## config.mk

```make
export PLATFORM = sky130hd
export DESIGN_NAME = ext_mem_arbiter
export DESIGN_NICKNAME = d
export VERILOG_FILES = /design/src/rtl/ext_mem_arbiter_pkg.sv /design/src/rtl/ext_mem_arbiter_rr_pick.sv /design/src/rtl/ext_mem_arbiter.sv
export SDC_FILE = /design/constraint.sdc
export NUM_CORES = 1
export LEC_CHECK = 0
export ABC_AREA = 1
export CELL_PAD_IN_SITES_DETAIL_PLACEMENT = 1
export CELL_PAD_IN_SITES_GLOBAL_PLACEMENT = 1
export CORE_MARGIN = 4
export CORE_UTILIZATION = 10
export DETAILED_ROUTE_END_ITERATION = 10
export GPL_ROUTABILITY_DRIVEN = 0
export PLACE_DENSITY_LB_ADDON = 0.1
export SYNTH_ARGS = -nofsm -noshare
export SYNTH_HDL_FRONTEND = slang
export SYNTH_SLANG_ARGS = --single-unit
```

## constraint.sdc

```tcl
create_clock -name clk -period 2.78 [get_ports clk]
set_input_delay 0.278 -clock clk [delete_from_list [all_inputs] [get_ports clk]]
set_output_delay 0.278 -clock clk [all_outputs]
set_load 0.005 [all_outputs]
```

## src/rtl/ext_mem_arbiter_pkg.sv

```systemverilog
// ext_mem_arbiter_pkg: shared state type and bus width helpers for the external-memory arbiter
package ext_mem_arbiter_pkg;

    typedef enum logic {IDLE, BUSY} arb_state_t;

    function automatic int ptr_width(input int n);
        return (n > 1) ? $clog2(n) : 1;
    endfunction

    // Request packing is {valid, addr, wdata, wstrb}, MSB first
    function automatic int req_width(input int aw, input int dw);
        return 1 + aw + dw + dw / 8;
    endfunction

    // Response packing is {rdata, ready}
    function automatic int resp_width(input int dw);
        return dw + 1;
    endfunction

endpackage

```

## src/rtl/ext_mem_arbiter_rr_pick.sv

```systemverilog
// rr_pick: combinational rotating priority encoder, first eligible requester at or after ptr
module rr_pick
    import ext_mem_arbiter_pkg::*;
#(
    parameter int N = 2,
    localparam int PW = ptr_width(N)
) (
    input  logic [N-1:0]  req,
    input  logic [PW-1:0] ptr,
    input  logic [N-1:0]  mask,
    output logic [N-1:0]  sel,
    output logic          any
);

    logic [N-1:0] elig;
    logic [PW:0]  s;

    assign elig = req & ~mask;

    // Walk offsets from farthest to nearest so the closest eligible index wins
    always_comb begin
        sel = '0;
        any = 1'b0;
        s   = '0;
        for (int k = N - 1; k >= 0; k--) begin
            s = {1'b0, ptr} + (PW + 1)'(k);
            if (s >= (PW + 1)'(N)) s = s - (PW + 1)'(N);
            if (elig[s[PW-1:0]]) begin
                sel = '0;
                sel[s[PW-1:0]] = 1'b1;
                any = 1'b1;
            end
        end
    end

endmodule

```

## src/rtl/ext_mem_arbiter.sv

```systemverilog
// ext_mem_arbiter: round-robin arbiter sharing one native-bus slave port among N masters,
// holding the grant for a whole transaction and rotating priority on each completion.
module ext_mem_arbiter
    import ext_mem_arbiter_pkg::*;
#(
    parameter int N_MASTERS = 2,
    parameter int ADDR_W    = 32,
    parameter int DATA_W    = 32,
    localparam int REQ_W    = req_width(ADDR_W, DATA_W),
    localparam int RESP_W   = resp_width(DATA_W)
) (
    input  logic                          clk,
    input  logic                          rst,
    input  logic [N_MASTERS*REQ_W-1:0]    m_req,
    output logic [N_MASTERS*RESP_W-1:0]   m_resp,
    output logic [REQ_W-1:0]              s_req,
    input  logic [RESP_W-1:0]             s_resp,
    output logic [N_MASTERS-1:0]          grant
);

    localparam int PW = ptr_width(N_MASTERS);

    arb_state_t           state_q, state_d;
    logic [N_MASTERS-1:0] grant_q, grant_d, valid, sel, pick_mask;
    logic [PW-1:0]        ptr_q, ptr_d, g_idx, g_next, pick_ptr;
    logic [PW:0]          g_inc;
    logic                 any, ready;

    assign ready = s_resp[0];

    for (genvar i = 0; i < N_MASTERS; i++) begin : g_m
        assign valid[i] = m_req[i*REQ_W + REQ_W - 1];
        assign m_resp[i*RESP_W +: RESP_W] = grant_q[i] ? s_resp : '0;
    end

    // Grant is one-hot or zero, so an OR-reduction acts as both mux and encoder
    always_comb begin
        g_idx = '0;
        s_req = '0;
        for (int i = 0; i < N_MASTERS; i++) begin
            g_idx |= grant_q[i] ? PW'(i) : '0;
            s_req |= grant_q[i] ? m_req[i*REQ_W +: REQ_W] : '0;
        end
    end

    assign g_inc  = {1'b0, g_idx} + (PW + 1)'(1);
    assign g_next = (g_inc == (PW + 1)'(N_MASTERS)) ? '0 : g_inc[PW-1:0];

    // While busy the picker only matters on completion: search from granted+1, skipping the finisher
    assign pick_ptr  = (state_q == BUSY) ? g_next : ptr_q;
    assign pick_mask = (state_q == BUSY) ? grant_q : '0;

    rr_pick #(.N(N_MASTERS)) u_pick (
        .req  (valid),
        .ptr  (pick_ptr),
        .mask (pick_mask),
        .sel  (sel),
        .any  (any)
    );

    always_comb begin
        state_d = state_q;
        grant_d = grant_q;
        ptr_d   = ptr_q;
        if (state_q == IDLE || ready) begin
            state_d = any ? BUSY : IDLE;
            grant_d = sel;
        end
        if (state_q == BUSY && ready) ptr_d = g_next;
    end

    always_ff @(posedge clk or posedge rst) begin
        if (rst) begin
            state_q <= IDLE;
            grant_q <= '0;
            ptr_q   <= '0;
        end else begin
            state_q <= state_d;
            grant_q <= grant_d;
            ptr_q   <= ptr_d;
        end
    end

    assign grant = grant_q;

endmodule

```

-- Yosys cells after proc, flatten, opt, wreduce, memory -nomap -nowiden
Cells that the tools add are included.
- multipliers: 0
- multiplexer cells: 23
- shift operators: 0
- $lt $le $gt $ge: 6
- reductions and logical operators: 4
- add/subtract/negate cells: 4
- div/mod/pow operators: 0
- equality and inequality tests: 1
- bitwise operators: 4
- operators with widths (operator ; count):
    2-to-1 mux 69 bit ; 2
    bitwise OR 69 bit ; 1
    2-to-1 mux 33 bit ; 2
    2-to-1 mux 1 bit ; 14
    2-to-1 mux 2 bit ; 3
    adder 1 x 1 -> 2 bit (second input constant) ; 2
    less-than comparator 1 x 2 -> 1 bit (second input constant) ; 2
    logical AND 1 bit ; 3
    AND 2 bit ; 1
    demux 1 bit (select 1 bit) ; 2
    equality test 2 bit (second input constant) ; 1
    >= comparator 1 bit (second input constant) ; 2
    >= comparator 1 x 2 -> 1 bit (second input constant) ; 1
    >= comparator 2 bit (second input constant) ; 1
    NOT 2 bit ; 1
    subtractor 1 bit (second input constant) ; 2
    logical OR 1 bit ; 1
    NOT 1 bit ; 1
- output and inout port bits: 137
- memories kept: 0
- word-level logic and storage cells: 45
- memory bits (read-only): 0
- register bits: 4
- input bits: 173
- latch bits: 0
- memory bits (writable): 0

-- Longest topological paths before layout
- depth in word-level cells: 14
- gate-level depth with buffers: 7
- mapped depth without buffers: 6

-- Cells and area by module
A second synthesis with hierarchy kept.
- cells, all modules: 404
- area, all modules: 1724.2 um2
- modules (own cells, without submodules) (module ; seq. area each (um2) ; area an instance (um2) ; instances ; cells each):
    ext_mem_arbiter ; 100.1 ; 1672.9 ; 1 ; 391
    rr_pick ; 0.0 ; 51.3 ; 1 ; 13

-- Worst setup path before layout
OpenSTA, ideal clock, no wires.
- path kind: register to output
- start: register grant_q[0] (netlist: grant[0])
- end: output port s_req[35]
- arrival time: 961 ps
- data required time: 2502 ps
- stages on the path, launching flop included: 5
- slack: 1541 ps
- buffers on the path: 3
- path through: dfrtp_1 buf_6 buf_6 buf_6 a22o_1
- word-level cells in the longest chain between the ends: 2
- RTL lines (item ; line ; RTL):
    start: declaration ; ext_mem_arbiter.sv:24 ; logic [N_MASTERS-1:0] grant_q, grant_d, valid, sel, pick_mask;
    start signal: assignment ; ext_mem_arbiter.sv:79 ; grant_q <= grant_d;
    2-to-1 mux 69 bit ; ext_mem_arbiter.sv:42 ; s_req |= grant_q[i] ? m_req[i*REQ_W +: REQ_W] : '0;
    bitwise OR 69 bit ; ext_mem_arbiter.sv:42 ;
    end: declaration ; ext_mem_arbiter.sv:16 ; output logic [REQ_W-1:0] s_req,
Every way passes these cells.

-- Final worst setup path
- start: register grant_q[0] (netlist: grant[0])
- end: output port m_resp[26]
- word-level cells in the longest chain between the ends: 1
- RTL lines (item ; line ; RTL):
    2-to-1 mux 33 bit ; ext_mem_arbiter.sv:33 ; assign m_resp[i*RESP_W +: RESP_W] = grant_q[i] ? s_resp : '0;
    end: declaration ; ext_mem_arbiter.sv:15 ; output logic [N_MASTERS*RESP_W-1:0] m_resp,
Every way passes these cells.

==> PnR_summary.wiki <==
{| class="wikitable"
! Metric !! Value
|-
| Worst-case headroom to the max-slew limit || between 50% and 60%
|-
| Internal Pwr Total || ~1.3 mW
|-
| Register share of total power || under 10%
|-
| Register area share after synthesis || 6.75%
|-
| Power per Cell Area || about 410 nW/um2
|-
| I/O Buffers || just over 300
|-
| Resized cells post-CTS || 0
|-
| Number of clock sinks || 4
|-
| Fin nets || around 720
|-
| Post-route ant nets || 0
|-
| Run status || completed
|-
| Summed instance area of the synthesized netlist || around 1500 um2
|-
| FF+latch area || approximately 110 um2
|-
| Register bit total from synthesis || 4
|-
| Required @ worst endpoint || around 2.5 ns
|-
| Total overflow reported by the global router || 0
|-
| Worst Path Arrival || around 2.0 ns
|-
| Cell accounting for the most synthesized area || sky130_fd_sc_hd__a22o_1
|-
| Worst skew pair latency || 0.23 ns
|-
| Vertical extent of the die || between 100 and 150 um
|-
| Count leader, synth || sky130_fd_sc_hd__nand2_1
|-
| Final Cycle Share || 83.4%
|-
| Vias per Instance || ~4
|-
| Number of instances in the synthesized netlist || between 200 and 300
|-
| Number of diodes || 0
|-
| Total clock buffers created by CTS || 3
|-
| LEAKAGE || approximately 2.3 nW
|-
| Routed wire length per instance || between 15 and 20 um
|-
| Fin Setup TNS || 0 ns
|-
| First-pass GRT wire length || approximately 17 mm
|-
| Async SR Flop Fraction || 100%
|-
| Detailed Routing Iterations Pass 1 || 4
|-
| Clock transition at the registers of the reported paths || about 0.040 ns
|-
| Post-synthesis area per instance || 5.80 um2
|-
| Initial antenna violation count || 0
|-
| Endpoints failing setup || 0
|-
| Max-capacitance violation count || 0
|-
| CTS tree || done
|-
| Max IR drop VDD || ~0.18 mV
|-
| Area share of the largest cell type after synthesis || around 41%
|-
| RSZ-0062 raised after global routing || no
|-
| Measured slew at the worst slew-check pin || about 0.62 ns
|-
| Crit-path max FO || 56
|-
| Vias in the first global route || ~3.1k
|-
| Initial cell density of the core || 10.2%
|-
| Number of post-CTS setup repair buffers || 0
|-
| EDFF count, synth || 0
|-
| Final Max Tran Viols || 0
|-
| Count of placed standard cells including taps || 730
|-
| DRC marker count from the first detailed-route iteration || 43
|-
| Capturing element type of the critical path || output port
|-
| Commonest cells in the synthesized netlist || 80 x sky130_fd_sc_hd__nand2_1, 70 x sky130_fd_sc_hd__inv_1, 69 x sky130_fd_sc_hd__a22o_1
|-
| Largest net degree at the start of global routing || 57
|-
| Final cell count without fillers || roughly 730
|-
| Class of the most critical setup path || reg2out
|-
| Maximum clock insertion buffer count || 2
|-
| Ratio of cells with drive above 1 in the final layout || roughly 2.2%
|-
| Clock tree skew after final layout || just over 0.007 ns
|-
| Class of the most critical hold timing path || in2async
|-
| Count of pins on the block boundary || 310
|-
| Total number of H-tree levels || 1
|-
| Placeable core region || ~15000 um2
|-
| Syn nets || around 430
|-
| Distinct cells, synth || 13
|-
| Total length of routed wires || 12.0 mm
|-
| Area grow syn2layout || 223%
|-
| Number of warnings printed during yosys synthesis || 0
|-
| F_max || around 0.43 GHz
|-
| Part of the total power dissipated in combinational logic || roughly 79%
|-
| Number of placement rows || 44
|-
| Most used flip-flop cell after synthesis || sky130_fd_sc_hd__dfrtp_1
|-
| Final hold violation count || 0
|-
| Multi-input gate area in the final layout || around 940 um2
|-
| Total GRT Usage || roughly 13%
|-
| CTS Root Cell || sky130_fd_sc_hd__clkbuf_16
|-
| Clock network power share || around an eighth
|-
| Kind of launch point of the worst setup path || flop
|-
| Placed inst area || about 4700 um2
|-
| Post-detail-place hpwl || ~10 mm
|-
| Hold_buf cts || 0
|-
| Sw Share || 33.9%
|-
| Detailed-route via count || about 2.9k
|-
| Time the final worst path needs with I/O delays and setup || approximately 2.3 ns
|-
| Fill cell instance count of the final layout || 1744
|-
| Area of all placed cells without fillers || 4790 um2
|-
| Die span in x || approximately 130 um
|-
| Count of unresolved DRC violations after routing || 0
|-
| DIE AREA || 16900 um2
|-
| Switching power of the nets || 667 uW
|-
| Biggest area contributors in the synthesized netlist || sky130_fd_sc_hd__a22o_1 41%, sky130_fd_sc_hd__nand2_1 20%, sky130_fd_sc_hd__inv_1 18%
|}
kinds of logic (layout without fill, tap and decap cells):
group	Yosys count	count (layout)	synth area share, %
AND/OR/NAND/NOR	85	85	21.9
buffers and inverters	95	389	29.6
AO/OA/AOI/OAI	72	72	41.7
flip-flops	4	4	6.75
path summary, 6_finish.rpt:
kind / from / end / slack, ns / depth (start not counted)
max reg2reg: grant[1] / grant[1] / 1.39 / 6
min reg2reg: ptr_q / ptr_q / 0.54 / 2
max in group asynchronous: rst / grant[1] / 2.38 / 2
max: grant[0] / m_resp[26] / 0.46 / 4
min: rst / grant[0] / 0.23 / 2
min in group clk: ptr_q / ptr_q / 0.54 / 2
placed cells by master (no fill, tap or decap):
master	synthesis	layout
sky130_fd_sc_hd__clkbuf_16	0	3
sky130_fd_sc_hd__clkdlybuf4s50_1	0	309
sky130_fd_sc_hd__o21ai_0	1	1
sky130_fd_sc_hd__or2_2	1	1
sky130_fd_sc_hd__clkbuf_1	0	1
sky130_fd_sc_hd__a21oi_1	1	1
sky130_fd_sc_hd__nor2_1	3	3
sky130_fd_sc_hd__buf_12	0	2
sky130_fd_sc_hd__nand3b_1	1	1
sky130_fd_sc_hd__dfrtp_1	4	2
sky130_fd_sc_hd__o21ai_1	1	1
sky130_fd_sc_hd__buf_4	3	4
sky130_fd_sc_hd__a22o_1	69	69
sky130_fd_sc_hd__nand2_1	80	80
sky130_fd_sc_hd__dfrtp_4	0	2
sky130_fd_sc_hd__inv_1	70	70
area by class of cell:
class / count / area share [%]
inverters: 70 / 5.49
clock buffers: 4 / 1.65
well taps: 184 / 4.81
repair buffers: 315 / 66.1
multi-input cells: 157 / 19.7
flip-flops and latches: 4 / 2.25
state kept, by name, indices dropped and copies added, names as in the netlist:
| name | cells |
|---|---|
| state_q | 1 |
| ptr_q | 1 |
| grant | 2 |
layer usage:
metal,GRT usage (%),vias up,part of all wire [%]
li1,-,1407,-
met1,12.6,1277,34
met2,25.2,174,52
met3,4.79,6,12
met4,2.02,0,1.1
met5,0,-,0
per-stage QoR:
| step | util [%] | hold WS [ns] | total power, mW | setup slack, ns |
|---|---|---|---|---|
| finish | 32.9 | 0.232 | 1.97 | 0.463 |
| global route | 32.9 | 0.269 | 2.13 | 0.302 |
| CTS | 32.9 | 0.235 | 2.01 | 0.432 |
| detailed placement | 32.4 | 0.475 | 1.77 | 0.680 |
| global placement | 32.4 | 0.474 | 1.76 | 0.688 |
| floorplan | - | 0.0441 | 0.705 | 1.54 |
critical path, cell delays in order (launching register included):
cell and delay [ns]:
sky130_fd_sc_hd__dfrtp_4 0.82, sky130_fd_sc_hd__buf_4 0.34, sky130_fd_sc_hd__nand2_1 0.09, sky130_fd_sc_hd__inv_1 0.06
sky130_fd_sc_hd__clkdlybuf4s50_1 0.49
power groups by stage:
stage / combinational [mW] / sequential [mW] / clock (mW)
3_3_place_gp: 1.58 / 0.180 / 0
5_1_grt: 1.69 / 0.194 / 0.241
6_report: 1.55 / 0.179 / 0.233
4_1_cts: 1.59 / 0.182 / 0.236
3_5_place_dp: 1.59 / 0.183 / 0
2_1_floorplan: 0.624 / 0.0814 / 0
Note: power is estimated with default switching activity, not from simulation.
==> RTL edit 1 (config.mk and constraints unchanged) <==
The parameter `N_MASTERS` goes from 2 to 4.
--- a/src/rtl/ext_mem_arbiter.sv
+++ b/src/rtl/ext_mem_arbiter.sv
@@ -4,5 +4,5 @@
     import ext_mem_arbiter_pkg::*;
 #(
-    parameter int N_MASTERS = 2,
+    parameter int N_MASTERS = 4,
     parameter int ADDR_W    = 32,
     parameter int DATA_W    = 32,
Interface: changed (resized grant, m_req and m_resp); port bits go from 310 to 516. The function was not compared with the original's and may differ.
==> RTL edit 1 against the unedited design <==
Power rose to 3.5 times the old value. Register-to-register slack got worse by 0.70 ns. Worst setup slack gained 0.067 ns. Sequential cell count grew 3. Combinational power rose to 4.1 times the old value. Clock power rose by 6%. Non-clock buffer count is 207 higher. Wire length grew to 2.6 times the old value. Cell area rose by 93%. Area after synthesis grew 140%.
==> RTL edit 1: results (changes against the unedited design) <==
Global route
  • GRT met3 Usage: 5.62% (was 4.79%)
  • GRT Resource Usage Total: 15.3% (was 12.7%)
  • Vias in the first global route: 7024 (was 3061)

Layout
  • Register area: 190 µm² (was 108 µm²)
  • #MultiIn Comb: 572 (was 157)
  • Data buffer area share: 57.1% (was 66.1%)
  • Signal buffers: 522 (was 315)
  • Sequential cell count: 7 (was 4)
  • Layout cells sized above 1: 3.18% (was 2.18%)
  • Nonclk inv count: 151 (was 70)
  • Ant. Diodes: 2 (was 0)

Logic synthesis
  • Synth cell count leaders: 444 x nand2_1, 147 x inv_1, 70 x nand4_1, 45 x clkbuf_1, 10 x nand3_1 (was 80 x nand2_1, 70 x inv_1, 69 x a22o_1, 15 x buf_2, 7 x buf_6)
  • Mapped Cells: 779 (was 256)
  • Syn Nets: 1097 (was 429)
  • Seq/Total Area, Yosys: 5.01% (was 6.75%)

Timing
  • Worst-case clock skew: 0.00171 ns (was 0.00726 ns)
  • Worst slew margin relative to its limit: 62.7% (was 58.6%)

Critical path
  • Critical path's slowest cell: clkdlybuf4s50_1 (was dfrtp_4)
  • CP max FO: 103 (was 56)
  • CP arrival: 1.97 ns (was 2.04 ns)
  • Slowest cell delay on critical path: 0.56 ns (was 0.82 ns)

Placed design
  • Final HPWL DP: 25400 µm (was 10200 µm)
  • IO Port Bufs: 515 (was 309)

Route
  • Met1 wire length: 12000 µm (was 4100 µm)
  • Routed len/inst: 18.2 µm (was 16.3 µm)
  • Routed wl met2: 15800 µm (was 6270 µm)
  • Metal3 WL: 2960 µm (was 1480 µm)

Pwr
  • Power in sequential cells: 0.000271 W (was 0.000179 W)
  • Worst VDD drop: 0.508 mV (was 0.185 mV)

Run status
  • Run status: finished, final reports clean (unchanged)
## RTL edit 1: cell types whose count changed after synthesis, sizes merged, moves of 3 or more
cell    change
nand2     +379
ha          +7
nor2        +3
nand4      +71
inv        +81
o21ai       +3
buf        -21
a21oi       +7
clkbuf     +45
a22o       -69
dfrtp       +3
nand3      +12
## RTL edit 1: cells by family (layout without fill, tap and decap cells)
group	after synthesis	in the layout	share of synthesized area, %
AND/OR/NAND/NOR	550	550	67.7
buffers and inverters	200	677	21.9
adder cells (fa/ha/maj)	7	7	2.50
flip-flops	7	7	5.01
AO/OA/AOI/OAI	15	15	2.83
other	0	2	0
## RTL edit 1: metrics by stage
step | cell area [µm²] | power [W] | hold slack, ns | util (%) | setup WS, ns
3_5_place_dp | 9170 | 0.00674 | 0.566 | 26.5 | 0.678
6_report | 9250 | 0.00682 | 0.313 | 26.8 | 0.530
3_3_place_gp | 9170 | 0.00679 | 0.573 | 26.5 | 0.696
4_1_cts | 9240 | 0.00703 | 0.328 | 26.8 | 0.475
2_1_floorplan | 3500 | 0.00295 | 0.0814 | - | 0.870
5_1_grt | 9250 | 0.00757 | 0.375 | 26.8 | 0.428
## RTL edit 1: worst reg2reg max path: cells and delay by family (launching register included)
family	cells	cell delay, ns
buf+inv	2	0.16
fa+ha+maj	1	0.38
simple gates	10	0.96
flops	1	0.51
## RTL edit 1: path summary, 6_finish.rpt
kind                             end  slack, ns  cells past startpoint
max                        s_req[51]       0.53                      4
min                         ptr_q[1]       0.31                      2
max reg2reg                 grant[1]       0.69                     13
min reg2reg                 ptr_q[1]       0.57                      2
max in group asynchronous   grant[0]       2.19                      2
min in group clk            ptr_q[1]       0.57                      2
==> RTL edit 2 (config.mk and constraints unchanged) <==
Made on the original files. Make the reset (`rst`) synchronous in one clocked block.
--- a/src/rtl/ext_mem_arbiter.sv
+++ b/src/rtl/ext_mem_arbiter.sv
@@ -70,5 +70,5 @@
     end
 
-    always_ff @(posedge clk or posedge rst) begin
+    always_ff @(posedge clk) begin
         if (rst) begin
             state_q <= IDLE;
Formal check against the unedited RTL: differs if rst is asserted again (counterexample within 4 cycles, from zero or initial values and one cycle with rst high); with rst held inactive, the same outputs for 10 cycles.
==> RTL edit 2 against the unedited design <==
Cell area is 0.31% lower. Worst setup slack better by 0.10 ns. Wire length is 2.7% lower. Sequential share of layout area is 0.41 points lower. Sequential cell count stayed put. Die area is 0.32% higher. Hold slack better by 0.31 ns. Area after synthesis is 0.34% higher. Maximum frequency is 4.5% higher.
Power is not compared: it rests on default switching activity, and its combinational part moved more than twofold at a synthesized area within 25%.
==> RTL edit 2: results (changes against the unedited design) <==
Timing
  • Worst slew margin relative to its limit: 62.1% (was 58.6%)
  • Worst-case clock skew: 0.00400 ns (was 0.00726 ns)

Logic synthesis
  • Synth top area cells: a22o_1 41%, nand2_1 19%, inv_1 18% (was a22o_1 41%, nand2_1 20%, inv_1 18%)
  • Syn Nets: 431 (was 429)
  • Unique cell type count in the Yosys netlist: 15 (was 13)
  • Post-synth top flop: dfxtp_1 (was dfrtp_1)
  • FFs w/ async S/R, synth: 0% (was 100%)
  • Mapped Cells: 258 (was 256)
  • Seq/Total Area, Yosys: 5.38% (was 6.75%)
  • Synth cell count leaders: 77 x nand2_1, 70 x inv_1, 69 x a22o_1, 15 x buf_2, 9 x buf_6 (was 80 x nand2_1, 70 x inv_1, 69 x a22o_1, 15 x buf_2, 7 x buf_6)

Global route
  • GRT Resource Usage Total: 12.3% (was 12.7%)
  • Global-route wire length before repair: 16500 µm (was 16900 µm)
  • Vias in the first global route: 2983 (was 3061)
  • Initial antenna violation count: 0 (unchanged)
  • Largest net degree at the start of global routing: 51 (was 57)

Clock tree
  • Clock slew at reported path FFs: 0.03 ns

Route
  • Via-to-Cell Ratio: 3.93 (was 3.90)
  • Via count: 2885 (was 2864)
  • Routed WL: 11700 µm (was 12000 µm)
  • Number of DRC markers in iteration 0: 48 (was 43)

Placed design
  • Pre-CTS setup slack: 0.746 ns (was 0.680 ns)
  • Final HPWL DP: 9830 µm (was 10200 µm)

Critical path
  • CP arrival: 1.94 ns (was 2.04 ns)
  • CP max FO: 50 (was 56)
  • Critical path's slowest cell: dfxtp_4 (was dfrtp_4)
  • Slowest cell delay on critical path: 0.70 ns (was 0.82 ns)

Hold path
  • Hold Path Class: register to register (was input pin to asynchronous set/reset pin)

Run status
  • Run status: finished, final reports clean (unchanged)
RTL edit 2: cell families after synthesis:
family / synth area share (%)
AO/OA/AOI/OAI: 43.3
buffers and inverters: 30.6
flip-flops: 5.38
AND/OR/NAND/NOR: 20.8
RTL edit 2: tightest hold or removal path: cells and delay by family, from the launching register on:
kind	cells	cell delay, ns
AO/OA/AOI/OAI	2	0.17
flip-flops	1	0.32
RTL edit 2: per-layer routing:
metal / track usage (%) / wire length [µm] / up-vias
met3: 4.91 / 1410 / 12
li1: - / - / 1415
met1: 12.9 / 4090 / 1281
met5: 0 / 0 / -
met2: 23.0 / 5930 / 177
met4: 3.06 / 223 / 0
RTL edit 2: layout make-up:
class | instances | area [µm²]
Clock buffer | 4 | 78.8
Fill cell | 1753 | 9760
Inverter | 71 | 267
Multi-Input combinational cell | 157 | 953
Sequential cell | 4 | 87.6
Tap cell | 184 | 230
Timing Repair Buffer | 314 | 3160
RTL edit 2: final timing paths:
check	startpoint	end	slack (ns)	cells past startpoint
min	ptr_q	ptr_q	0.54	2
max	grant[1]	s_req[62]	0.56	3
min reg2reg	ptr_q	ptr_q	0.54	2
max reg2reg	grant[0]	grant[0]	1.35	6
RTL edit 2: where the power goes:
group / switching (W) / total, W / leakage (nW) / internal [W]
Sequential: 0.0000378 / 0.000100 / 0.0345 / 0.0000624
Combinational: 0.000219 / 0.000744 / 2.19 / 0.000525
Clock: 0.0000436 / 0.000233 / 0.0382 / 0.000190
Total: 0.000301 / 0.00108 / 2.26 / 0.000777
RTL edit 2: stage by stage:
| stage | power (W) | hold slack (ns) | util, % | instance area (µm²) |
|---|---|---|---|---|
| 2_1_floorplan | 0.000302 | 0.347 | - | 1490 |
| 3_3_place_gp | 0.000850 | 0.535 | 32.3 | 4690 |
| 3_5_place_dp | 0.000859 | 0.541 | 32.3 | 4690 |
| 4_1_cts | 0.00110 | 0.548 | 32.8 | 4770 |
| 5_1_grt | 0.00115 | 0.580 | 32.8 | 4770 |
| 6_report | 0.00108 | 0.542 | 32.8 | 4770 |
